File: config.mk
export PLATFORM = sky130hd
export DESIGN_NAME = pong_versus
export DESIGN_NICKNAME = d
export VERILOG_FILES = /design/src/rtl/pong_pkg.sv /design/src/rtl/block_sprite.sv /design/src/rtl/pong_paddle_ctrl.sv /design/src/rtl/pong_versus.sv
export SDC_FILE = /design/constraint.sdc
export NUM_CORES = 1
export LEC_CHECK = 0
export ABC_AREA = 1
export BUFFER_PORTS_ARGS = -buffer_cell sky130_fd_sc_hd__buf_2
export CORE_ASPECT_RATIO = 0.7
export CORE_MARGIN = 10
export CORE_UTILIZATION = 57
export DETAILED_ROUTE_END_ITERATION = 8
export PLACE_DENSITY = 0.85
export SLEW_MARGIN = 20
export SYNTH_ARGS = -nofsm -noshare
export SYNTH_HDL_FRONTEND = slang
export SYNTH_SLANG_ARGS = --single-unit
File: constraint.sdc
create_clock -name pixel_clk_in -period 3.1 [get_ports pixel_clk_in]
set_clock_uncertainty 0.1 [all_clocks]
set_input_delay 0.465 -clock pixel_clk_in [delete_from_list [all_inputs] [get_ports pixel_clk_in]]
set_output_delay 0.465 -clock pixel_clk_in [all_outputs]
set_load 0.03 [all_outputs]
File: src/rtl/pong_pkg.sv
// pong_pkg: shared types and default geometry for the two-player pong engine.
//   match_state_e : match state machine encoding (IDLE, SERVE, PLAY, GAME_OVER)
//   pos_t         : signed 13-bit screen coordinate, wide enough that
//                   candidate positions can go negative or past the screen edge
//   step()        : move a coordinate forward/backward by a 4-bit speed
package pong_pkg;

  typedef enum logic [1:0] {
    ST_IDLE      = 2'd0,
    ST_SERVE     = 2'd1,
    ST_PLAY      = 2'd2,
    ST_GAME_OVER = 2'd3
  } match_state_e;

  typedef logic signed [12:0] pos_t;

  localparam int DEF_GAME_WIDTH    = 1280;
  localparam int DEF_GAME_HEIGHT   = 720;
  localparam int DEF_PADDLE_WIDTH  = 16;
  localparam int DEF_PADDLE_HEIGHT = 128;
  localparam int DEF_PUCK_SIZE     = 32;
  localparam int DEF_WIN_SCORE     = 7;
  localparam int DEF_SERVE_FRAMES  = 60;

  // fwd=1 adds the speed (right/down), fwd=0 subtracts it (left/up).
  function automatic pos_t step(input pos_t p, input logic fwd, input logic [3:0] s);
    pos_t d;
    d = pos_t'({9'd0, s});
    return fwd ? (p + d) : (p - d);
  endfunction

endpackage

File: src/rtl/block_sprite.sv
// block_sprite: solid rectangle sprite.
//   hcount_i, vcount_i : current pixel
//   x_i, y_i           : top-left corner of the rectangle (non-negative)
//   color_o            : COLOR when the pixel is inside, else 0
module block_sprite #(
  parameter int          WIDTH  = 128,
  parameter int          HEIGHT = 128,
  parameter logic [23:0] COLOR  = 24'hFF_FF_FF
) (
  input  logic [10:0] hcount_i,
  input  logic [9:0]  vcount_i,
  input  logic [12:0] x_i,
  input  logic [12:0] y_i,
  output logic [23:0] color_o
);

  localparam logic [13:0] W = 14'(WIDTH);
  localparam logic [13:0] H = 14'(HEIGHT);

  logic [13:0] h, v, x, y;
  logic        in_x, in_y;

  assign h = {3'd0, hcount_i};
  assign v = {4'd0, vcount_i};
  assign x = {1'b0, x_i};
  assign y = {1'b0, y_i};

  assign in_x    = (h >= x) && (h < x + W);
  assign in_y    = (v >= y) && (v < y + H);
  assign color_o = (in_x && in_y) ? COLOR : 24'h0;

endmodule

File: src/rtl/pong_paddle_ctrl.sv
// pong_paddle_ctrl: combinational next-y for one paddle.
//   en_i     : paddle may move this frame
//   up_i     : move up (y decreases)
//   down_i   : move down (y increases)
//   speed_i  : pixels per frame
//   y_i      : current paddle y
//   y_o      : next paddle y, clamped to [0, GAME_HEIGHT-PADDLE_HEIGHT]
// Up and down together cancel out.
module pong_paddle_ctrl
  import pong_pkg::*;
#(
  parameter int GAME_HEIGHT   = DEF_GAME_HEIGHT,
  parameter int PADDLE_HEIGHT = DEF_PADDLE_HEIGHT
) (
  input  logic        en_i,
  input  logic        up_i,
  input  logic        down_i,
  input  logic [3:0]  speed_i,
  input  logic [12:0] y_i,
  output logic [12:0] y_o
);

  localparam pos_t Y_MAX = pos_t'(GAME_HEIGHT - PADDLE_HEIGHT);

  pos_t cand;

  always_comb begin
    cand = $signed(y_i);
    y_o  = y_i;
    if (en_i && (up_i ^ down_i)) begin
      cand = step($signed(y_i), down_i, speed_i);
      if (cand < 13'sd0) begin
        y_o = '0;
      end else if (cand > Y_MAX) begin
        y_o = Y_MAX;
      end else begin
        y_o = cand;
      end
    end
  end

endmodule

File: src/rtl/pong_versus.sv
// pong_versus: two-player pong engine. Game state advances once per frame
// (nf_in strobe); sprites are rendered with one cycle of latency.
//   pixel_clk_in     : pixel clock
//   rst_in           : asynchronous active-high reset
//   control_in       : [3] right up, [2] right down, [1] left up, [0] left down
//   serve_in         : serve / restart request, latched until the next frame
//   puck_speed_in    : puck pixels per frame per axis
//   paddle_speed_in  : paddle pixels per frame
//   nf_in            : new-frame strobe
//   hcount_in        : pixel column
//   vcount_in        : pixel row
//   red/green/blue_out : registered pixel colour
//   score_l/r_out    : player scores
//   state_out        : match state (0 IDLE, 1 SERVE, 2 PLAY, 3 GAME_OVER)
// Build option: define PONG_AI_EN to have the right paddle track the puck
// instead of following control_in[3:2].
module pong_versus
  import pong_pkg::*;
#(
  parameter int GAME_WIDTH    = DEF_GAME_WIDTH,
  parameter int GAME_HEIGHT   = DEF_GAME_HEIGHT,
  parameter int PADDLE_WIDTH  = DEF_PADDLE_WIDTH,
  parameter int PADDLE_HEIGHT = DEF_PADDLE_HEIGHT,
  parameter int PUCK_SIZE     = DEF_PUCK_SIZE,
  parameter int WIN_SCORE     = DEF_WIN_SCORE,
  parameter int SERVE_FRAMES  = DEF_SERVE_FRAMES
) (
  input  logic        pixel_clk_in,
  input  logic        rst_in,
  input  logic [3:0]  control_in,
  input  logic        serve_in,
  input  logic [3:0]  puck_speed_in,
  input  logic [3:0]  paddle_speed_in,
  input  logic        nf_in,
  input  logic [10:0] hcount_in,
  input  logic [9:0]  vcount_in,
  output logic [7:0]  red_out,
  output logic [7:0]  green_out,
  output logic [7:0]  blue_out,
  output logic [3:0]  score_l_out,
  output logic [3:0]  score_r_out,
  output logic [1:0]  state_out
);

  localparam pos_t PUCK_X0    = pos_t'(GAME_WIDTH / 2 - PUCK_SIZE / 2);
  localparam pos_t PUCK_Y0    = pos_t'(GAME_HEIGHT / 2 - PUCK_SIZE / 2);
  localparam pos_t PAD_Y0     = pos_t'(GAME_HEIGHT / 2 - PADDLE_HEIGHT / 2);
  localparam pos_t PAD_R_X    = pos_t'(GAME_WIDTH - PADDLE_WIDTH);
  localparam pos_t HIT_L_X    = pos_t'(PADDLE_WIDTH);
  localparam pos_t HIT_R_X    = pos_t'(GAME_WIDTH - PADDLE_WIDTH - PUCK_SIZE);
  localparam pos_t PUCK_Y_MAX = pos_t'(GAME_HEIGHT - PUCK_SIZE);
  localparam pos_t G_HEIGHT   = pos_t'(GAME_HEIGHT);
  localparam pos_t P_SIZE     = pos_t'(PUCK_SIZE);
  localparam pos_t P_HEIGHT   = pos_t'(PADDLE_HEIGHT);
  localparam logic [3:0]  WIN        = 4'(WIN_SCORE);
  localparam logic [15:0] FRAME_LAST = 16'(SERVE_FRAMES - 1);

  match_state_e state_q, state_d;
  logic [3:0]   score_l_q, score_l_d, score_r_q, score_r_d;
  pos_t         puck_x_q, puck_x_d, puck_y_q, puck_y_d;
  logic         dir_x_q, dir_x_d, dir_y_q, dir_y_d;
  pos_t         pad_l_q, pad_l_d, pad_r_q, pad_r_d;
  logic         serve_q, serve_d;
  logic [15:0]  frame_q, frame_d;
  logic [23:0]  rgb_q, rgb_d;

  // ---------------- paddles ----------------
  logic        pad_en, r_up, r_down;
  logic [12:0] pad_l_nx, pad_r_nx;

  assign pad_en = (state_q != ST_GAME_OVER);

`ifdef PONG_AI_EN
  pos_t puck_cy, pad_r_cy;
  assign puck_cy  = puck_y_q + pos_t'(PUCK_SIZE / 2);
  assign pad_r_cy = pad_r_q + pos_t'(PADDLE_HEIGHT / 2);
  assign r_up     = (puck_cy < pad_r_cy - pos_t'(PADDLE_HEIGHT / 4));
  assign r_down   = (puck_cy > pad_r_cy + pos_t'(PADDLE_HEIGHT / 4));
`else
  assign r_up   = control_in[3];
  assign r_down = control_in[2];
`endif

  pong_paddle_ctrl #(
    .GAME_HEIGHT  (GAME_HEIGHT),
    .PADDLE_HEIGHT(PADDLE_HEIGHT)
  ) u_pad_l (
    .en_i   (pad_en),
    .up_i   (control_in[1]),
    .down_i (control_in[0]),
    .speed_i(paddle_speed_in),
    .y_i    (pad_l_q),
    .y_o    (pad_l_nx)
  );

  pong_paddle_ctrl #(
    .GAME_HEIGHT  (GAME_HEIGHT),
    .PADDLE_HEIGHT(PADDLE_HEIGHT)
  ) u_pad_r (
    .en_i   (pad_en),
    .up_i   (r_up),
    .down_i (r_down),
    .speed_i(paddle_speed_in),
    .y_i    (pad_r_q),
    .y_o    (pad_r_nx)
  );

  // ---------------- puck motion and collisions ----------------
  pos_t nx, ny, nx_res, ny_res;
  logic dx_res, dy_res, miss_l, miss_r, overlap_l, overlap_r;

  // Overlap uses the paddle positions from before this frame's move.
  assign overlap_l = (puck_y_q + P_SIZE > pad_l_q) && (puck_y_q < pad_l_q + P_HEIGHT);
  assign overlap_r = (puck_y_q + P_SIZE > pad_r_q) && (puck_y_q < pad_r_q + P_HEIGHT);

  always_comb begin
    nx     = step(puck_x_q, dir_x_q, puck_speed_in);
    ny     = step(puck_y_q, dir_y_q, puck_speed_in);
    nx_res = nx;
    ny_res = ny;
    dx_res = dir_x_q;
    dy_res = dir_y_q;
    miss_l = 1'b0;
    miss_r = 1'b0;
    // A stationary puck must not trigger bounces or points.
    if (puck_speed_in != 4'd0) begin
      if (ny <= 13'sd0) begin
        ny_res = '0;
        dy_res = ~dir_y_q;
      end else if (ny + P_SIZE >= G_HEIGHT) begin
        ny_res = PUCK_Y_MAX;
        dy_res = ~dir_y_q;
      end
      if (!dir_x_q && (nx <= HIT_L_X)) begin
        if (overlap_l) begin
          nx_res = HIT_L_X;
          dx_res = 1'b1;
        end else begin
          miss_l = 1'b1;
        end
      end else if (dir_x_q && (nx >= HIT_R_X)) begin
        if (overlap_r) begin
          nx_res = HIT_R_X;
          dx_res = 1'b0;
        end else begin
          miss_r = 1'b1;
        end
      end
    end
  end

  // ---------------- match state machine ----------------
  logic       serve_eff;
  logic [3:0] score_l_inc, score_r_inc;

  assign serve_eff   = serve_q | serve_in;
  assign score_l_inc = score_l_q + 4'd1;
  assign score_r_inc = score_r_q + 4'd1;

  always_comb begin
    state_d   = state_q;
    score_l_d = score_l_q;
    score_r_d = score_r_q;
    puck_x_d  = puck_x_q;
    puck_y_d  = puck_y_q;
    dir_x_d   = dir_x_q;
    dir_y_d   = dir_y_q;
    pad_l_d   = pad_l_q;
    pad_r_d   = pad_r_q;
    serve_d   = serve_eff;
    frame_d   = frame_q;
    if (nf_in) begin
      serve_d = 1'b0;
      pad_l_d = pad_l_nx;
      pad_r_d = pad_r_nx;
      unique case (state_q)
        ST_IDLE: begin
          puck_x_d = PUCK_X0;
          puck_y_d = PUCK_Y0;
          if (serve_eff) begin
            state_d = ST_SERVE;
            frame_d = '0;
          end
        end
        ST_SERVE: begin
          puck_x_d = PUCK_X0;
          puck_y_d = PUCK_Y0;
          if (frame_q == FRAME_LAST) begin
            state_d = ST_PLAY;
            frame_d = '0;
          end else begin
            frame_d = frame_q + 16'd1;
          end
        end
        ST_PLAY: begin
          // Wall bounce always updates dir_y; a point then overrides position.
          puck_x_d = nx_res;
          puck_y_d = ny_res;
          dir_x_d  = dx_res;
          dir_y_d  = dy_res;
          if (miss_l) begin
            score_r_d = score_r_inc;
            state_d   = (score_r_inc == WIN) ? ST_GAME_OVER : ST_SERVE;
            puck_x_d  = PUCK_X0;
            puck_y_d  = PUCK_Y0;
            dir_x_d   = 1'b0;
            frame_d   = '0;
          end else if (miss_r) begin
            score_l_d = score_l_inc;
            state_d   = (score_l_inc == WIN) ? ST_GAME_OVER : ST_SERVE;
            puck_x_d  = PUCK_X0;
            puck_y_d  = PUCK_Y0;
            dir_x_d   = 1'b1;
            frame_d   = '0;
          end
        end
        ST_GAME_OVER: begin
          if (serve_eff) begin
            state_d   = ST_IDLE;
            score_l_d = '0;
            score_r_d = '0;
          end
        end
        default: state_d = ST_IDLE;
      endcase
    end
  end

  // ---------------- rendering ----------------
  logic [23:0] pad_l_rgb, pad_r_rgb, puck_rgb;

  block_sprite #(.WIDTH(PADDLE_WIDTH), .HEIGHT(PADDLE_HEIGHT)) u_spr_pad_l (
    .hcount_i(hcount_in),
    .vcount_i(vcount_in),
    .x_i     (13'd0),
    .y_i     (pad_l_q),
    .color_o (pad_l_rgb)
  );

  block_sprite #(.WIDTH(PADDLE_WIDTH), .HEIGHT(PADDLE_HEIGHT)) u_spr_pad_r (
    .hcount_i(hcount_in),
    .vcount_i(vcount_in),
    .x_i     (PAD_R_X),
    .y_i     (pad_r_q),
    .color_o (pad_r_rgb)
  );

  block_sprite #(.WIDTH(PUCK_SIZE), .HEIGHT(PUCK_SIZE)) u_spr_puck (
    .hcount_i(hcount_in),
    .vcount_i(vcount_in),
    .x_i     (puck_x_q),
    .y_i     (puck_y_q),
    .color_o (puck_rgb)
  );

  always_comb begin
    rgb_d = pad_l_rgb | pad_r_rgb;
    if (state_q == ST_GAME_OVER) begin
      rgb_d = rgb_d | {puck_rgb[23:16], 16'h0};
    end else begin
      rgb_d = rgb_d | puck_rgb;
    end
  end

  // ---------------- registers ----------------
  always_ff @(posedge pixel_clk_in or posedge rst_in) begin
    if (rst_in) begin
      state_q   <= ST_IDLE;
      score_l_q <= '0;
      score_r_q <= '0;
      puck_x_q  <= PUCK_X0;
      puck_y_q  <= PUCK_Y0;
      dir_x_q   <= 1'b1;
      dir_y_q   <= 1'b1;
      pad_l_q   <= PAD_Y0;
      pad_r_q   <= PAD_Y0;
      serve_q   <= 1'b0;
      frame_q   <= '0;
      rgb_q     <= '0;
    end else begin
      state_q   <= state_d;
      score_l_q <= score_l_d;
      score_r_q <= score_r_d;
      puck_x_q  <= puck_x_d;
      puck_y_q  <= puck_y_d;
      dir_x_q   <= dir_x_d;
      dir_y_q   <= dir_y_d;
      pad_l_q   <= pad_l_d;
      pad_r_q   <= pad_r_d;
      serve_q   <= serve_d;
      frame_q   <= frame_d;
      rgb_q     <= rgb_d;
    end
  end

  assign red_out     = rgb_q[23:16];
  assign green_out   = rgb_q[15:8];
  assign blue_out    = rgb_q[7:0];
  assign score_l_out = score_l_q;
  assign score_r_out = score_r_q;
  assign state_out   = state_q;

endmodule

==> results.md <==
- Initial antenna violation count: 1
- Bufs and invs on worst path: 3
- Placed Cells: around 2k
- Final period util: 113%
- Tot GR Track Use: a little over a quarter
- Layout area overhead: 34.6%
- Syn nets: about 1.8k
- Final Hold Fails: 0
- Diodes inserted: 0
- Main flop type after synthesis: dfrtp_1
- Critical path peak fanout: 5
- Global route total overflow: 0
- CTS H-tree depth: 3
- Pin count of the biggest net entering global routing: 31
- Buffers on Ports: 70
- Worst-path clk slew: ~70 ps
- Sequential area share after synthesis: about 20%
- Yosys top cell area share: about a fifth
- Crit path cell chain: buf_12, nand2_1, o21ai_2, ha_4, a21oi_4, nand2_4, buf_4, xnor2_2, o21ai_2, nor2_4, nand3_2, nand2_2, buf_4, nand2_1, nor2_1, nand2_1, nand2_2, nor2_4, nand2_1, o21ai_1
- Max rail drop VDD: approximately 0.74 mV
- Clock Sinks: just over 80
- Die width: approximately 180 um
- Final instance area: ~14,000 um^2
- Share of cells above drive strength 1: between 30% and 40%
- Starting density of the core: between 50% and 60%
- Worst r2r dst: puck_x_q[11]
- DR vias/cell: about 6
- Netlist cell types: between 50 and 60
- Failing checks: negative setup slack
- Cell Pwr Density: roughly 1100 nW/um^2
- Synthesized area: around 10,000 um^2
- Fill count: between 1k and 1.5k
- Post-route ant nets: 0
- Period minus WS final: 3500 ps
- Setup Viol. Count Final: between 50 and 60
- Final HPWL DP: about 25 mm
- F_max: ~0.29 GHz
- First-pass DRT Iterations: 6
- Synth Instances: 1,556
- Final setup margin: -401 ps
- CP top delay family: simple AND/OR/NAND/NOR gates
- Non-Filler Instances: about 2.0k
- Drt total wl: about 40 mm
- Number of top-level pins: 71
- CP max-delay cell: dfstp_2
- Global-route wire length before repair: around 55 mm
- Critical path type: flip-flop to flip-flop
- Die H: 133 um
- R2R cell count: 20
- CTS buffer count: 9
- Residual DRC: 0
- Gpl congestion: between 0.9 and 1
- Setup crit end kind: flip-flop
- Synth Warn #: 0
- Worst Setup Slack post-DPL: -563 ps
- Setup crit start kind: flip-flop
- DP Area: 12,100 um^2
- Ys async rst share: between 90% and 100%
- Largest area contributor in the netlist: ha_1
- Initial DRC count: around 1.6k
- Min-Delay Path Class: input pin to async pin
- Leakage power: 7.20 nW
- Multi-input logic area: between 8000 and 9000 um^2
- Slowest stage delay, CP: 640 ps
- Crit path required time: 3230 ps
- Die area: 24,000 um^2
- Status: finished, violations left
- # rows: 41
- Worst R2R Setup Slack: -400 ps
- Seq cells post-synth: 81
- Clock insertion delay at the later pin of the skew report: about 360 ps
- Via count: about 13k
- Clock root cell: clkbuf_16
- Min Hold Slack: 34.9 ps
- R2R Path Start: dir_x_q
- EDFF count, synth: 0
- Top cells by area, synth: ha_1, dfrtp_1, nand2_1
- CTS tree: yes
- Most frequent CP cell: nand2_1
- Most frequent cells in the layout: nand2_1, inv_1, buf_4
- Register area: between 2000 and 2500 um^2
- Bufs on Longest Clock Path: 2
- Critical Path AT: between 3000 and 4000 ps
- Max-Cap Viols: 0
- Setup repair after global routing missed its margin: true
- Total Nets Final: 2,009
- Avg Cell Area, Syn: roughly 6.6 um^2
- Measured slew at the worst slew-check pin: 771 ps
- Rel. slew slack: around half
- WL/cell: roughly 19 um
- Total power: ~15 mW
- Vias in the first global route: approximately 11k
- Commonest non-fill, non-tap cell in the layout: nand2_1
- Pins over their slew limit: 0
- CORE AREA: around 18,000 um^2
[metal layers]
| layer | vias up | GRT usage (%) | wire, um |
|---|---|---|---|
| met5 | - | 0 | 19 |
| met4 | 2 | 9.33 | 2090 |
| met3 | 253 | 7.35 | 4810 |
| met2 | 986 | 41.7 | 17500 |
| met1 | 5718 | 34.9 | 15100 |
| li1 | 5614 | - | - |
[synth_stat cells, types with 2 or more instances]
cell type  count
nor4_1        10
a31oi_1        3
buf_4         22
o21bai_1       5
o211ai_1       6
xnor2_1        8
nor3b_1        2
nand2_1      399
xor2_1        49
ha_1         160
o21ai_2       14
fa_1           4
nor3_1        27
nor2_1       107
buf_2          3
nand3b_1       3
dfrtp_1       65
o21ai_0       76
dfstp_2       16
nor2_2         4
buf_6          2
nand4_1       38
a21boi_0       2
nand3_2        3
inv_2          5
or2_0          2
nand3_1      104
inv_1        259
or2_2          6
clkbuf_1       6
o2111ai_1      2
a32oi_1        2
nand2_2       11
o21ai_1       11
o21a_1         2
o22ai_1        6
a21oi_1       92
a211oi_1       4
[logic make-up after synthesis]
group	after synthesis	share of synthesized area, %
simple gates	723	30.5
fa+ha+maj	164	20.1
buf+inv	298	11.9
flops	81	19.8
compound gates	233	12.8
xor+xnor	57	4.83
[stage by stage]
| stage | setup TNS [ps] | util [%] |
|---|---|---|
| global placement | -21090 | 67.6 |
| CTS | -335 | 73.0 |
| floorplan | 0 | - |
| detailed placement | -28420 | 67.6 |
| finish | -15110 | 77.7 |
| global route | -22450 | 77.7 |
[where the power goes]
| group | switching (mW) | total (mW) | internal, mW |
|---|---|---|---|
| clock | 0.520 | 1.16 | 0.641 |
| sequential | 0.453 | 1.82 | 1.36 |
| combinational | 7.10 | 12.0 | 4.87 |
| total | 8.07 | 15.0 | 6.88 |
[state kept, by name (all words and copies together), names as in the netlist, 2 cells and up]
signal       cells
pad_l_q         12
puck_x_q        13
rgb_q            2
score_r_out      4
state_out        2
puck_y_q        13
frame_q         16
pad_r_q         12
score_l_out      4
[repair_timing]
action	CTS	global route
cloned	3	0
buffers inserted	19	17
hold buffers	0	0
hold endpoints to repair	0	0
pin swaps	25	83
resized for setup	114	222
setup endpoints to repair	59	73
[layout make-up]
| type | instances | area share (%) |
|---|---|---|
| clock buffer | 9 | 1.62 |
| clock inverter | 7 | 0.603 |
| inverter | 264 | 7.22 |
| multi-input combinational | 1178 | 59.3 |
| sequential | 81 | 14.7 |
| tap | 236 | 2.12 |
| timing repair buffer | 274 | 14.4 |
[worst max-delay path by stage]
stage	startpoint	slack, ps	cells after the start	endpoint
2_1_floorplan	puck_speed_in[0]	10	23	puck_y_q[0]
3_3_place_gp	puck_speed_in[0]	-410	16	puck_y_q[6]
3_5_place_dp	puck_speed_in[2]	-560	27	puck_y_q[1]
4_1_cts	puck_y_q[6]	-30	21	frame_q[13]
5_1_grt	dir_x_q	-530	18	puck_y_q[1]
6_report	dir_x_q	-400	20	puck_x_q[11]
Note: power is estimated with default switching activity, not from simulation.
